`src/rtl/im2_sched_if.sv`:
```
// im2_sched_if: host/im2/accumulator-side signals of the im2col loop scheduler
interface im2_sched_if #(
  parameter int MAX_Y1 = 32,
  parameter int MAX_Y2 = 32,
  parameter int CNT_W  = 16
);
  localparam int JW = $clog2(MAX_Y1) + 1;
  localparam int IW = $clog2(MAX_Y2) + 1;
  logic             start;
  logic             abort;
  logic [CNT_W-1:0] num_n;
  logic [IW-1:0]    out_h;
  logic [JW-1:0]    out_w;
  logic [CNT_W-1:0] num_kgrp;
  logic             im2_done;
  logic             en_im2;
  logic [CNT_W-1:0] n;
  logic [CNT_W-1:0] k_grp;
  logic [IW-1:0]    patch_i;
  logic [JW-1:0]    patch_j;
  logic             first_kgrp;
  logic             patch_valid;
  logic             patch_ready;
  logic             busy;
  logic             layer_done;
  modport master (
    output start, abort, num_n, out_h, out_w, num_kgrp, im2_done, patch_ready,
    input  en_im2, n, k_grp, patch_i, patch_j, first_kgrp, patch_valid, busy, layer_done
  );
  modport slave (
    input  start, abort, num_n, out_h, out_w, num_kgrp, im2_done, patch_ready,
    output en_im2, n, k_grp, patch_i, patch_j, first_kgrp, patch_valid, busy, layer_done
  );
endinterface

```
`src/rtl/im2_sched.sv`:
```
// im2_sched: nested n/patch_i/patch_j/k_grp loop controller strobing the im2col generator
module im2_sched #(
  parameter int MAX_Y1 = 32,
  parameter int MAX_Y2 = 32,
  parameter int CNT_W  = 16
) (
  input logic clk,
  input logic rst,
  im2_sched_if.slave bus
);
  localparam int JW = $clog2(MAX_Y1) + 1;
  localparam int IW = $clog2(MAX_Y2) + 1;
  typedef enum logic [2:0] {IDLE, RUN, GAP, FLUSH, FIN} state_t;
  state_t state, state_nx;
  logic [CNT_W-1:0] n_m1, kg_m1, n_nx, kg_nx;
  logic [IW-1:0] h_m1, i_nx;
  logic [JW-1:0] w_m1, j_nx;
  logic fresh, zero_cfg, last_kg, j_wrap, i_wrap, last_patch, go, adv_k, adv_p;
  always_comb begin
    zero_cfg = bus.num_n == '0 || bus.out_h == '0 || bus.out_w == '0 || bus.num_kgrp == '0;
    last_kg = bus.k_grp == kg_m1;
    j_wrap = bus.patch_j == w_m1;
    i_wrap = bus.patch_i == h_m1;
    last_patch = j_wrap && i_wrap && bus.n == n_m1;
  end
  // fresh masks a done left over from the previous chunk on the first RUN cycle
  always_comb begin
    state_nx = state;
    case (state)
      IDLE:    state_nx = bus.start ? (zero_cfg ? FIN : RUN) : IDLE;
      RUN:     state_nx = bus.im2_done && !fresh ? GAP : RUN;
      GAP:     state_nx = last_kg ? FLUSH : RUN;
      FLUSH:   state_nx = bus.patch_ready ? (last_patch ? FIN : RUN) : FLUSH;
      FIN:     state_nx = IDLE;
      default: state_nx = IDLE;
    endcase
    if (bus.abort) state_nx = IDLE;
  end
  always_comb begin
    go = state == IDLE && state_nx != IDLE;
    adv_k = state == GAP && state_nx == RUN;
    adv_p = state == FLUSH && state_nx == RUN;
    kg_nx = go || adv_p ? '0 : adv_k ? bus.k_grp + 1'b1 : bus.k_grp;
    j_nx = go || (adv_p && j_wrap) ? '0 : adv_p ? bus.patch_j + 1'b1 : bus.patch_j;
    i_nx = go || (adv_p && j_wrap && i_wrap) ? '0 : adv_p && j_wrap ? bus.patch_i + 1'b1 : bus.patch_i;
    n_nx = go ? '0 : adv_p && j_wrap && i_wrap ? bus.n + 1'b1 : bus.n;
  end
  always_ff @(posedge clk) begin
    if (rst) begin
      state <= IDLE;
      fresh <= 1'b0;
      n_m1 <= '0;
      kg_m1 <= '0;
      h_m1 <= '0;
      w_m1 <= '0;
      bus.en_im2 <= 1'b0;
      bus.n <= '0;
      bus.k_grp <= '0;
      bus.patch_i <= '0;
      bus.patch_j <= '0;
      bus.first_kgrp <= 1'b1;
      bus.patch_valid <= 1'b0;
      bus.busy <= 1'b0;
      bus.layer_done <= 1'b0;
    end else begin
      state <= state_nx;
      fresh <= state_nx == RUN && state != RUN;
      if (go) begin
        n_m1 <= bus.num_n - 1'b1;
        kg_m1 <= bus.num_kgrp - 1'b1;
        h_m1 <= bus.out_h - 1'b1;
        w_m1 <= bus.out_w - 1'b1;
      end
      bus.en_im2 <= state_nx == RUN;
      bus.n <= n_nx;
      bus.k_grp <= kg_nx;
      bus.patch_i <= i_nx;
      bus.patch_j <= j_nx;
      bus.first_kgrp <= kg_nx == '0;
      bus.patch_valid <= state_nx == FLUSH;
      bus.busy <= state_nx != IDLE;
      bus.layer_done <= state_nx == FIN;
    end
  end
endmodule
```
`src/flat_wrapper.sv`:
```
// flat-port wrapper written by rule: the top's interface ports become plain ports
module im2_sched_flat 
#(
  parameter int MAX_Y1 = 32,
  parameter int MAX_Y2 = 32,
  parameter int CNT_W  = 16
)
  (clk, rst, bus_start, bus_abort, bus_num_n, bus_out_h, bus_out_w, bus_num_kgrp, bus_im2_done, bus_patch_ready, bus_en_im2, bus_n, bus_k_grp, bus_patch_i, bus_patch_j, bus_first_kgrp, bus_patch_valid, bus_busy, bus_layer_done);
  im2_sched_if #(.MAX_Y1(MAX_Y1), .MAX_Y2(MAX_Y2), .CNT_W(CNT_W)) bus_i ();
  input logic clk;
  input logic rst;
  input wire logic [$bits(bus_i.start)-1:0] bus_start;
  input wire logic [$bits(bus_i.abort)-1:0] bus_abort;
  input wire logic [$bits(bus_i.num_n)-1:0] bus_num_n;
  input wire logic [$bits(bus_i.out_h)-1:0] bus_out_h;
  input wire logic [$bits(bus_i.out_w)-1:0] bus_out_w;
  input wire logic [$bits(bus_i.num_kgrp)-1:0] bus_num_kgrp;
  input wire logic [$bits(bus_i.im2_done)-1:0] bus_im2_done;
  input wire logic [$bits(bus_i.patch_ready)-1:0] bus_patch_ready;
  output wire logic [$bits(bus_i.en_im2)-1:0] bus_en_im2;
  output wire logic [$bits(bus_i.n)-1:0] bus_n;
  output wire logic [$bits(bus_i.k_grp)-1:0] bus_k_grp;
  output wire logic [$bits(bus_i.patch_i)-1:0] bus_patch_i;
  output wire logic [$bits(bus_i.patch_j)-1:0] bus_patch_j;
  output wire logic [$bits(bus_i.first_kgrp)-1:0] bus_first_kgrp;
  output wire logic [$bits(bus_i.patch_valid)-1:0] bus_patch_valid;
  output wire logic [$bits(bus_i.busy)-1:0] bus_busy;
  output wire logic [$bits(bus_i.layer_done)-1:0] bus_layer_done;
  assign bus_i.start = bus_start;
  assign bus_i.abort = bus_abort;
  assign bus_i.num_n = bus_num_n;
  assign bus_i.out_h = bus_out_h;
  assign bus_i.out_w = bus_out_w;
  assign bus_i.num_kgrp = bus_num_kgrp;
  assign bus_i.im2_done = bus_im2_done;
  assign bus_i.patch_ready = bus_patch_ready;
  assign bus_en_im2 = bus_i.en_im2;
  assign bus_n = bus_i.n;
  assign bus_k_grp = bus_i.k_grp;
  assign bus_patch_i = bus_i.patch_i;
  assign bus_patch_j = bus_i.patch_j;
  assign bus_first_kgrp = bus_i.first_kgrp;
  assign bus_patch_valid = bus_i.patch_valid;
  assign bus_busy = bus_i.busy;
  assign bus_layer_done = bus_i.layer_done;
  im2_sched #(.MAX_Y1(MAX_Y1), .MAX_Y2(MAX_Y2), .CNT_W(CNT_W)) u_core (.clk(clk), .rst(rst), .bus(bus_i));
endmodule
```
`config.mk`:
```
export PLATFORM = sky130hd
export DESIGN_NAME = im2_sched_flat
export DESIGN_NICKNAME = d
export VERILOG_FILES = /design/src/rtl/im2_sched_if.sv /design/src/rtl/im2_sched.sv /design/src/flat_wrapper.sv
export SDC_FILE = /design/constraint.sdc
export NUM_CORES = 1
export LEC_CHECK = 0
export ABC_CLOCK_PERIOD_IN_PS = 3500
export BUFFER_PORTS_ARGS = -buffer_cell sky130_fd_sc_hd__buf_2
export CAP_MARGIN = 0
export CORE_MARGIN = 2
export CORE_UTILIZATION = 30
export DETAILED_ROUTE_END_ITERATION = 10
export PLACE_DENSITY = 0.45
export SLEW_MARGIN = 15
export SYNTH_ARGS = -nofsm -noshare
export SYNTH_HDL_FRONTEND = slang
export SYNTH_SLANG_ARGS = --single-unit
export TNS_END_PERCENT = 100
```
`constraint.sdc`:
```
create_clock -name clk -period 3.5 [get_ports clk]
set_input_delay 0.35 -clock clk [delete_from_list [all_inputs] [get_ports clk]]
set_output_delay 0.35 -clock clk [all_outputs]
set_load 0.1 [all_outputs]
```
==> results of run 1 <==
[power by group through the flow]
stage               combinational [mW]  sequential [mW]  clock, mW
finish                           0.339             1.19       1.04
CTS                              0.343             1.19       1.07
global placement                 0.338             1.22          0
floorplan                        0.230             1.21          0
detailed placement               0.342             1.22          0
global route                     0.379             1.20       1.12
[path summary, 6_finish.rpt]
kind | endpoint | slack, ns | from | cells past startpoint
hold / removal | u_core.h_m1[0]$_SDFFE_PP0P_ | 0.21 | bus_out_h[0] | 2
hold reg to reg | u_core.kg_m1[14]$_SDFFE_PP0P_ | 0.51 | u_core.kg_m1[14]$_SDFFE_PP0P_ | 2
setup / recovery | u_core.bus.first_kgrp$_SDFF_PP1_ | 0.71 | u_core.bus.patch_j[0]$_SDFFE_PP0P_ | 7
setup reg to reg | u_core.bus.first_kgrp$_SDFF_PP1_ | 0.71 | u_core.bus.patch_j[0]$_SDFFE_PP0P_ | 7
[cell type report]
type	count	share of cell area
multi-input combinational	486	0.499
clock inverter	4	0.00788
timing repair buffer	107	0.0918
sequential	97	0.306
clock buffer	12	0.0420
inverter	15	0.00887
tap	225	0.0443
[cell usage in the layout (no fill, tap or decap), types with 2 or more instances in the layout]
cell type / count
ha_1: 12
nor2_1: 109
xor2_1: 42
nand3_1: 15
buf_2: 98
o211ai_1: 3
nand4_1: 13
and2_1: 6
nor3_1: 18
nand2b_1: 3
and4_1: 5
buf_4: 7
nor2b_1: 6
buf_12: 2
clkbuf_8: 3
or4_1: 2
or3_1: 12
o21a_1: 4
a2111oi_0: 3
nor4_1: 8
clkbuf_16: 9
and3_1: 7
mux2i_1: 7
a311oi_1: 6
or2_2: 5
a21oi_1: 11
o21ai_0: 15
dfxtp_1: 97
nand3b_1: 5
xnor2_1: 71
nor3b_1: 4
a211oi_1: 43
inv_1: 15
nand2_1: 37
clkinvlp_4: 2
[registers in the layout, indices dropped and copies added (netlist names)]
signal and cells:
u_core.h_m1 6, u_core.bus.busy 1, u_core.bus.en_im2 1, u_core.w_m1 6
u_core.bus.layer_done 1, u_core.n_m1 16, u_core.bus.first_kgrp 1, u_core.fresh 1
u_core.state 3, u_core.bus.k_grp 16, u_core.bus.n 16, u_core.kg_m1 16
u_core.bus.patch_i 6, u_core.bus.patch_valid 1, u_core.bus.patch_j 6
[worst max-delay path: cells and delay by family (launching register included)]
family,cells,cell delay (ns)
flip-flops,1,0.45
AND/OR/NAND/NOR,4,1.54
XOR/XNOR,1,0.15
AO/OA/AOI/OAI,2,0.53
[per-stage QoR]
stage | std cells | util
6_report | 946 | 0.367
5_1_grt | 946 | 0.367
4_1_cts | 946 | 0.367
3_5_place_dp | 930 | 0.349
3_3_place_gp | 930 | 0.349
2_1_floorplan | 627 | -
[cell families after synthesis]
logic type / share of synthesized area
and+or+nand+nor: 0.249
muxes: 0.0132
DFF: 0.365
buffers and inverters: 0.0400
xor gates and xnor gates: 0.186
adders and majority gates: 0.0282
AOI/OAI and AO/OA: 0.118
[routing by layer]
metal / GRT usage / vias up / part of all wire
met5: 0 / - / 0
met4: 0.0475 / 0 / 0.016
met3: 0.0370 / 15 / 0.046
met2: 0.250 / 101 / 0.45
met1: 0.212 / 2130 / 0.49
li1: - / 2359 / -
==> flow_summary.json, run 1 <==
{
  "totalWireLength_mm": 14.3,
  "yosysTopAreaCellShare": 0.365,
  "path_cells": "xnor2_1 -> nand4_1 -> nor4_4 -> a311oi_1 -> and2_1 -> or3_1 -> a41o_1",
  "ys_seq_elements": 97,
  "crit_path_start_kind": "register",
  "synthTopCellsByArea": "dfxtp_1 37%, xnor2_1 12%, nor2_1 7.7%, xor2_1 6.9%, a211oi_1 6.1%",
  "overflow": 0,
  "port_buffers": 98,
  "place_ws_ns": 0.629,
  "synth_top_cell_by_area": "dfxtp_1",
  "worst_pin_slew_ns": 0.823,
  "yosysUniqueCellTypes": 48,
  "grt_pass1_vias": 4451,
  "p_total_mw": 2.57,
  "cts-root-buf": "clkbuf_16",
  "setup_violations": 0,
  "hold_class": "primary input to register",
  "clkSinkCount": 97,
  "drc_errors": 0,
  "p_leak_nw": 2.47,
  "outcome": "complete, no violations",
  "cts.repair.resized": 0,
  "grt_max_degree": 65,
  "rows": 48,
  "cts_setup_buffers": 0,
  "yosysWarnings": 0,
  "synth_edf_count": 0,
  "synth.cells.most_frequent": "109 x nor2_1, 97 x dfxtp_1, 71 x xnor2_1",
  "finalHoldViolCount": 0,
  "wl_per_cell_um": 15.1,
  "num_vias": 4605,
  "p_int_mw": 1.91,
  "diodes": 0,
  "drive_above_1_share": 0.189,
  "io_pins": 99,
  "n_fill_cell": 1826,
  "multi_input_area_um2": 3170,
  "crit_fanout": 17,
  "ctsHtreeMaxLevel": 3,
  "placed_area_um2": 6030,
  "vdd_drop_max_mv": 0.259,
  "die_w_um": 137,
  "cpMaxStageDelayCell": "or3_1",
  "p_comb_frac": 0.132,
  "core_um2": 17300,
  "nets": 778,
  "place_congestion": 0.822,
  "post-route-period-util": 0.796,
  "clockBufferDepth": 2,
  "holdWs_ns": 0.213,
  "cts_tree": "done",
  "synth_cells": 627,
  "synth.most_common_cell": "nor2_1",
  "syn2layout_area_growth_pct": 19.4,
  "p_per_area_nw_per_um2": 405,
  "synth.avg_cell_area_um2": 8.48,
  "maxCapViolCount": 0,
  "drt_iter0_drc": 239,
  "start_util": 0.308,
  "ys_seq_area_frac": 0.365,
  "finalSetupTns_ns": 0,
  "drtAntennaViolNets": 0,
  "max-slew-margin-rel": 0.447,
  "final_max_slew_viol_count": 0,
  "p_sw_uw": 664,
  "track_usage": 0.158,
  "fmax_mhz": 359,
  "grt_setup_unrepaired": "false",
  "grt_pass1_wl_mm": 23.0,
  "hold_buffers": 0,
  "finalInstanceArea_um2": 6350,
  "syn_nets": 689,
  "period_needed_ns": 2.79,
  "arrival_ns": 3.04,
  "clk_pin_slew_ns": 0.07,
  "worstSetupEndpointType": "register",
  "p_seq_frac": 0.463,
  "fin_ws_ns": 0.713,
  "fp.dieH_um": 137,
  "worstPathRequired_ns": 3.75,
  "synthesis.area_um2": 5320,
  "p_clk_frac": 0.405,
  "hpwl_mm": 11.2,
  "async_flop_share": 0,
  "drtPass1Iterations": 4,
  "switching_share": 0.258,
  "crit_type": "register to register",
  "register_area_um2": 1940,
  "grt_antenna_before_repair": 0,
  "max_stage_delay_ns": 0.61,
  "viasPerCell": 4.87,
  "yosys_most_used_dff": "dfxtp_1",
  "die_area_um2": 18800,
  "clock_skew_ns": 0.00823,
  "clock_latency_ns": 0.35,
  "cts_buffers": 9
}
(Power assumes the default switching activity.)
==> run 2, diff against run 1 <==
--- a/config.mk
+++ b/config.mk
@@ -5,13 +5,13 @@
 export SDC_FILE = /design/constraint.sdc
 export NUM_CORES = 1
 export LEC_CHECK = 0
-export ABC_CLOCK_PERIOD_IN_PS = 3500
+export ABC_CLOCK_PERIOD_IN_PS = 2450
 export BUFFER_PORTS_ARGS = -buffer_cell sky130_fd_sc_hd__buf_2
 export CAP_MARGIN = 0
 export CORE_MARGIN = 2
 export CORE_UTILIZATION = 30
 export DETAILED_ROUTE_END_ITERATION = 10
-export PLACE_DENSITY = 0.45
+export PLACE_DENSITY = 0.47
 export SLEW_MARGIN = 15
 export SYNTH_ARGS = -nofsm -noshare
 export SYNTH_HDL_FRONTEND = slang
==> constraint.sdc (replaced) <==
create_clock -name clk -period 2.45 [get_ports clk]
set_input_delay 0.245 -clock clk [delete_from_list [all_inputs] [get_ports clk]]
set_output_delay 0.245 -clock clk [all_outputs]
set_load 0.1 [all_outputs]
==> run 2 against run 1 <==
Net effect:
- via count up 1.8%
- highest routed layer unchanged
- combinational power grew 60%
- critical endpoint unchanged
- maximum frequency rose by 19%
- sequential power grew 39%
- utilization up 2.6 points
- hold slack got worse by 0.12 ns
==> flow_summary.json, run 2 (synthesized netlist as in run 1, its figures left out) <==
{
  "holdWs_ns": 0.0981,
  "fmax_mhz": 426,
  "setup.worst_path.start": "u_core.bus.k_grp[6]$_SDFF_PP0_",
  "grt_setup_unrepaired": "true",
  "num_vias": 4687,
  "placed_area_um2": 6380,
  "final_max_slew_viol_count": 0,
  "r2r_setup_slack_ns": 0.10,
  "maxCapViolCount": 0,
  "p_leak_nw": 2.67,
  "grt_pass1_vias": 4424,
  "clkSinkCount": 97,
  "drtPass1Iterations": 4,
  "overflow": 0,
  "port_buffers": 98,
  "cts_buffers": 9,
  "final_cells": 976,
  "p_seq_frac": 0.447,
  "start_util": 0.308,
  "worst_pin_slew_ns": 0.795,
  "hold_buffers": 0,
  "syn2layout_area_growth_pct": 27.8,
  "cts_tree": "done",
  "drt_iter0_drc": 222,
  "finalSetupTns_ns": 0,
  "p_comb_frac": 0.146,
  "drtAntennaViolNets": 0,
  "viasPerCell": 4.80,
  "worstPathRequired_ns": 2.69,
  "vdd_drop_max_mv": 0.345,
  "post-route-period-util": 0.958,
  "crit_type": "register to register",
  "hold_class": "primary input to register",
  "wl_per_cell_um": 15.0,
  "crit_end": "u_core.bus.first_kgrp$_SDFF_PP1_",
  "crit_fanout": 6,
  "totalWireLength_mm": 14.6,
  "drive_above_1_share": 0.298,
  "setup_violations": 0,
  "r2r-start": "u_core.bus.k_grp[6]$_SDFF_PP0_",
  "max-slew-margin-rel": 0.466,
  "finalHoldViolCount": 0,
  "layout_commonest_cell": "nor2_1",
  "ctsHtreeMaxLevel": 3,
  "fp.dieH_um": 137,
  "outcome": "complete, no violations",
  "arrival_ns": 2.59,
  "reg2reg_to": "u_core.bus.first_kgrp$_SDFF_PP1_",
  "worst-r2r-cell-count": 10,
  "switching_share": 0.264,
  "finalInstanceArea_um2": 6800,
  "clockBufferDepth": 2,
  "grt_max_degree": 47,
  "worstSetupEndpointType": "register",
  "period_needed_ns": 2.35,
  "crit_path_start_kind": "register",
  "rows": 48,
  "mostFrequentLayoutCells": "109 x nor2_1, 98 x buf_2, 71 x xnor2_1",
  "p_sw_uw": 981,
  "p_int_mw": 2.74,
  "core_um2": 17300,
  "p_clk_frac": 0.406,
  "clock_skew_ns": 0.00533,
  "p_total_mw": 3.72,
  "diodes": 0,
  "die_area_um2": 18800,
  "place_congestion": 0.857,
  "track_usage": 0.159,
  "clock_latency_ns": 0.35,
  "cts-root-buf": "clkbuf_16",
  "hpwl_mm": 11.4,
  "nets": 808,
  "dp_cells": 957,
  "clk_pin_slew_ns": 0.07,
  "grt_antenna_before_repair": 0,
  "drc_errors": 0,
  "die_w_um": 137,
  "p_per_area_nw_per_um2": 547,
  "io_pins": 99,
  "grt_pass1_wl_mm": 23.2
}
run 2: area by class of cell:
class / instances / area [um^2]
Clock buffer: 10 / 229
Clock inverter: 6 / 82.6
Fill cell: 1782 / 10500
Inverter: 15 / 56.3
Multi-Input combinational cell: 486 / 3250
Sequential cell: 97 / 2080
Tap cell: 225 / 282
Timing Repair Buffer: 137 / 821
run 2: layer usage:
| metal | up-vias | wire (um) | track usage |
|---|---|---|---|
| met2 | 104 | 6320 | 0.239 |
| met4 | 0 | 316 | 0.0653 |
| met5 | - | 0 | 0 |
| met3 | 24 | 733 | 0.0344 |
| met1 | 2135 | 7240 | 0.220 |
| li1 | 2424 | - | - |
run 2: how the worst min path moves through the flow:
stage,startpoint,end,slack [ns],cells past startpoint
2_1_floorplan,bus_out_h[0],u_core.h_m1[0]$_SDFFE_PP0P_,0.34,1
3_5_place_dp,bus_out_h[0],u_core.h_m1[0]$_SDFFE_PP0P_,0.47,2
4_1_cts,bus_out_h[0],u_core.h_m1[0]$_SDFFE_PP0P_,0.09,2
6_report,bus_out_h[0],u_core.h_m1[0]$_SDFFE_PP0P_,0.1,2
3_3_place_gp,bus_out_h[0],u_core.h_m1[0]$_SDFFE_PP0P_,0.47,2
5_1_grt,bus_out_h[0],u_core.h_m1[0]$_SDFFE_PP0P_,0.11,2
run 2: what timing repair did:
| item | in CTS | in global routing |
|---|---|---|
| gates resized for setup | 0 | 18 |
| setup buffers | 0 | 2 |
| setup endpoints to repair | 0 | 81 |
run 2: stage by stage:
step	worst slack (ns)	utilization
floorplan	-0.0200	-
global placement	-0.0472	0.369
detailed placement	-0.0874	0.369
CTS	0.0267	0.387
global route	-0.0651	0.393
finish	0.103	0.393
run 2: worst max-delay path, stage by stage (launching register included):
cell     delay (ns)
dfxtp_4        0.39
xnor2_1        0.13
nand4_1        0.20
nor3_4         0.30
buf_4          0.20
a21oi_2        0.08
buf_4          0.17
nand2_1        0.15
mux2i_1        0.34
nor4_2         0.09
a41o_1         0.19
run 2: power by group through the flow:
stage                     clock [mW]  combinational, mW  sequential [mW]
after floorplan                    0              0.336             1.70
after global placement             0              0.513             1.70
after detailed placement           0              0.519             1.70
after CTS                       1.56              0.521             1.67
after global routing            1.62              0.603             1.67
final                           1.51              0.544             1.66
==> run 3, diff against run 2 <==
--- a/config.mk
+++ b/config.mk
@@ -8,8 +8,8 @@
 export ABC_CLOCK_PERIOD_IN_PS = 2450
 export BUFFER_PORTS_ARGS = -buffer_cell sky130_fd_sc_hd__buf_2
 export CAP_MARGIN = 0
-export CORE_MARGIN = 2
 export CORE_UTILIZATION = 30
+export CTS_BUF_LIST = sky130_fd_sc_hd__clkbuf_4 sky130_fd_sc_hd__clkbuf_8
 export DETAILED_ROUTE_END_ITERATION = 10
 export PLACE_DENSITY = 0.47
 export SLEW_MARGIN = 15
==> run 3 against run 2 <==
Net effect:
- clock-buffer cell count rose by 1
- sequential cell count did not move
- register-to-register slack improved by 0.02 ns
- die area fell by 2.9%
- total power fell by 12%
- cell count rose by 0.61%
- critical path type unchanged
- critical endpoint is now u_core.bus.k_grp[1]$_SDFF_PP0_
- largest power group unchanged
==> flow_summary.json, run 3 (synthesized netlist as in run 1, its figures left out) <==
{
  "clkSinkCount": 97,
  "finalHoldViolCount": 0,
  "final_max_slew_viol_count": 0,
  "register_area_um2": 2080,
  "grt_pass1_wl_mm": 23.4,
  "arrival_ns": 2.63,
  "post-route-period-util": 0.951,
  "syn2layout_area_growth_pct": 26.5,
  "path_buf_inv": 1,
  "max-slew-margin-rel": 0.449,
  "place_congestion": 0.830,
  "fmax_mhz": 429,
  "io_pins": 99,
  "path_cells": "xor2_1 -> nor4_1 -> and3_1 -> a311oi_2 -> and2_1 -> or3_1 -> buf_4 -> nor2_1",
  "drtPass1Iterations": 5,
  "cts_tree": "done",
  "placed_area_um2": 6410,
  "port_buffers": 98,
  "crit_type": "register to register",
  "clock_skew_ns": 0.0137,
  "clockBufferDepth": 2,
  "crit_fanout": 6,
  "hpwl_mm": 11.4,
  "clock_latency_ns": 0.38,
  "crit_path_start_kind": "register",
  "mostFrequentLayoutCells": "109 x nor2_1, 98 x buf_2, 71 x xnor2_1",
  "setup_violations": 0,
  "cts_buffers": 9,
  "p_per_area_nw_per_um2": 487,
  "period_needed_ns": 2.33,
  "wl_per_cell_um": 15.1,
  "hold_class": "primary input to register",
  "clk_pin_slew_ns": 0.10,
  "die_area_um2": 18300,
  "diodes": 0,
  "nets": 814,
  "drc_errors": 0,
  "drive_above_1_share": 0.296,
  "finalSetupTns_ns": 0,
  "num_vias": 4744,
  "outcome": "complete, no violations",
  "worstSetupEndpointType": "register",
  "holdWs_ns": 0.0676,
  "ctsHtreeMaxLevel": 3,
  "grt_max_degree": 36,
  "vdd_drop_max_mv": 0.229,
  "cpMaxStageDelayCell": "or3_1",
  "n_fill_cell": 1781,
  "fp.dieH_um": 135,
  "grt_setup_unrepaired": "true",
  "grt_pass1_vias": 4569,
  "finalInstanceArea_um2": 6730,
  "multi_input_area_um2": 3240,
  "max_stage_delay_ns": 0.45,
  "hold_buffers": 0,
  "totalWireLength_mm": 14.8,
  "viasPerCell": 4.83,
  "critPathTopFamily": "simple AND/OR/NAND/NOR gates",
  "core_um2": 17300,
  "layout_commonest_cell": "nor2_1",
  "track_usage": 0.164,
  "grt_antenna_before_repair": 0,
  "rows": 48,
  "worst_pin_slew_ns": 0.820,
  "cts-root-buf": "clkbuf_8",
  "worstPathRequired_ns": 2.75,
  "start_util": 0.308,
  "drtAntennaViolNets": 0,
  "maxCapViolCount": 0,
  "die_w_um": 135,
  "overflow": 0,
  "p_leak_nw": 2.66,
  "drt_iter0_drc": 232
}
[run 3: cell types whose count changed in the layout (fill, tap and decap cells not counted), sizes merged]
cell | previous run | this run
buf | 136 | 142
bufinv | 2 | 1
clkbuf | 11 | 12
clkinv | 3 | 4
clkinvlp | 1 | 0
[run 3: power breakdown]
group	total [mW]	internal (mW)	switching, mW
registers	1.66	1.61	0.0546
clock network	1.04	0.484	0.558
logic	0.569	0.252	0.317
[run 3: path summary, 6_finish.rpt]
kind | slack (ns) | end | from | depth (start not counted)
max reg2reg | 0.12 | u_core.bus.k_grp[1]$_SDFF_PP0_ | u_core.bus.n[10]$_SDFFE_PP0P_ | 8
max | 0.12 | u_core.bus.k_grp[1]$_SDFF_PP0_ | u_core.bus.n[10]$_SDFFE_PP0P_ | 8
min | 0.07 | u_core.h_m1[0]$_SDFFE_PP0P_ | bus_out_h[0] | 2
min reg2reg | 0.51 | u_core.kg_m1[9]$_SDFFE_PP0P_ | u_core.kg_m1[9]$_SDFFE_PP0P_ | 2
[run 3: what timing repair did]
item	4_1_cts	5_1_grt
endpoints found under the setup margin	1	87
gates cloned	0	1
gates resized for setup	1	14
setup buffers	0	6
pin swaps	0	5
[run 3: final cells by class]
type	instances	share of cell area
Clock buffer	11	0.0206
Multi-Input combinational cell	486	0.482
Inverter	15	0.00837
Tap cell	225	0.0419
Sequential cell	97	0.309
Clock inverter	5	0.00688
Timing Repair Buffer	143	0.132
[run 3: metal layers]
| metal | share of wire | routed length [um] | GRT usage | up-vias |
|---|---|---|---|---|
| li1 | - | - | - | 2443 |
| met2 | 0.45 | 6610 | 0.254 | 85 |
| met5 | 0 | 0 | 0 | - |
| met3 | 0.044 | 653 | 0.0337 | 17 |
| met1 | 0.49 | 7340 | 0.224 | 2199 |
| met4 | 0.015 | 229 | 0.0574 | 0 |
[run 3: stage by stage]
step | power [mW] | utilization | instances | worst slack, ns
global placement | 2.22 | 0.371 | 959 | -0.0113
global route | 3.44 | 0.389 | 982 | -0.0424
floorplan | 2.04 | - | 627 | -0.0200
finish | 3.28 | 0.389 | 982 | 0.120
detailed placement | 2.23 | 0.371 | 959 | -0.0271
CTS | 3.27 | 0.381 | 975 | 0.0375
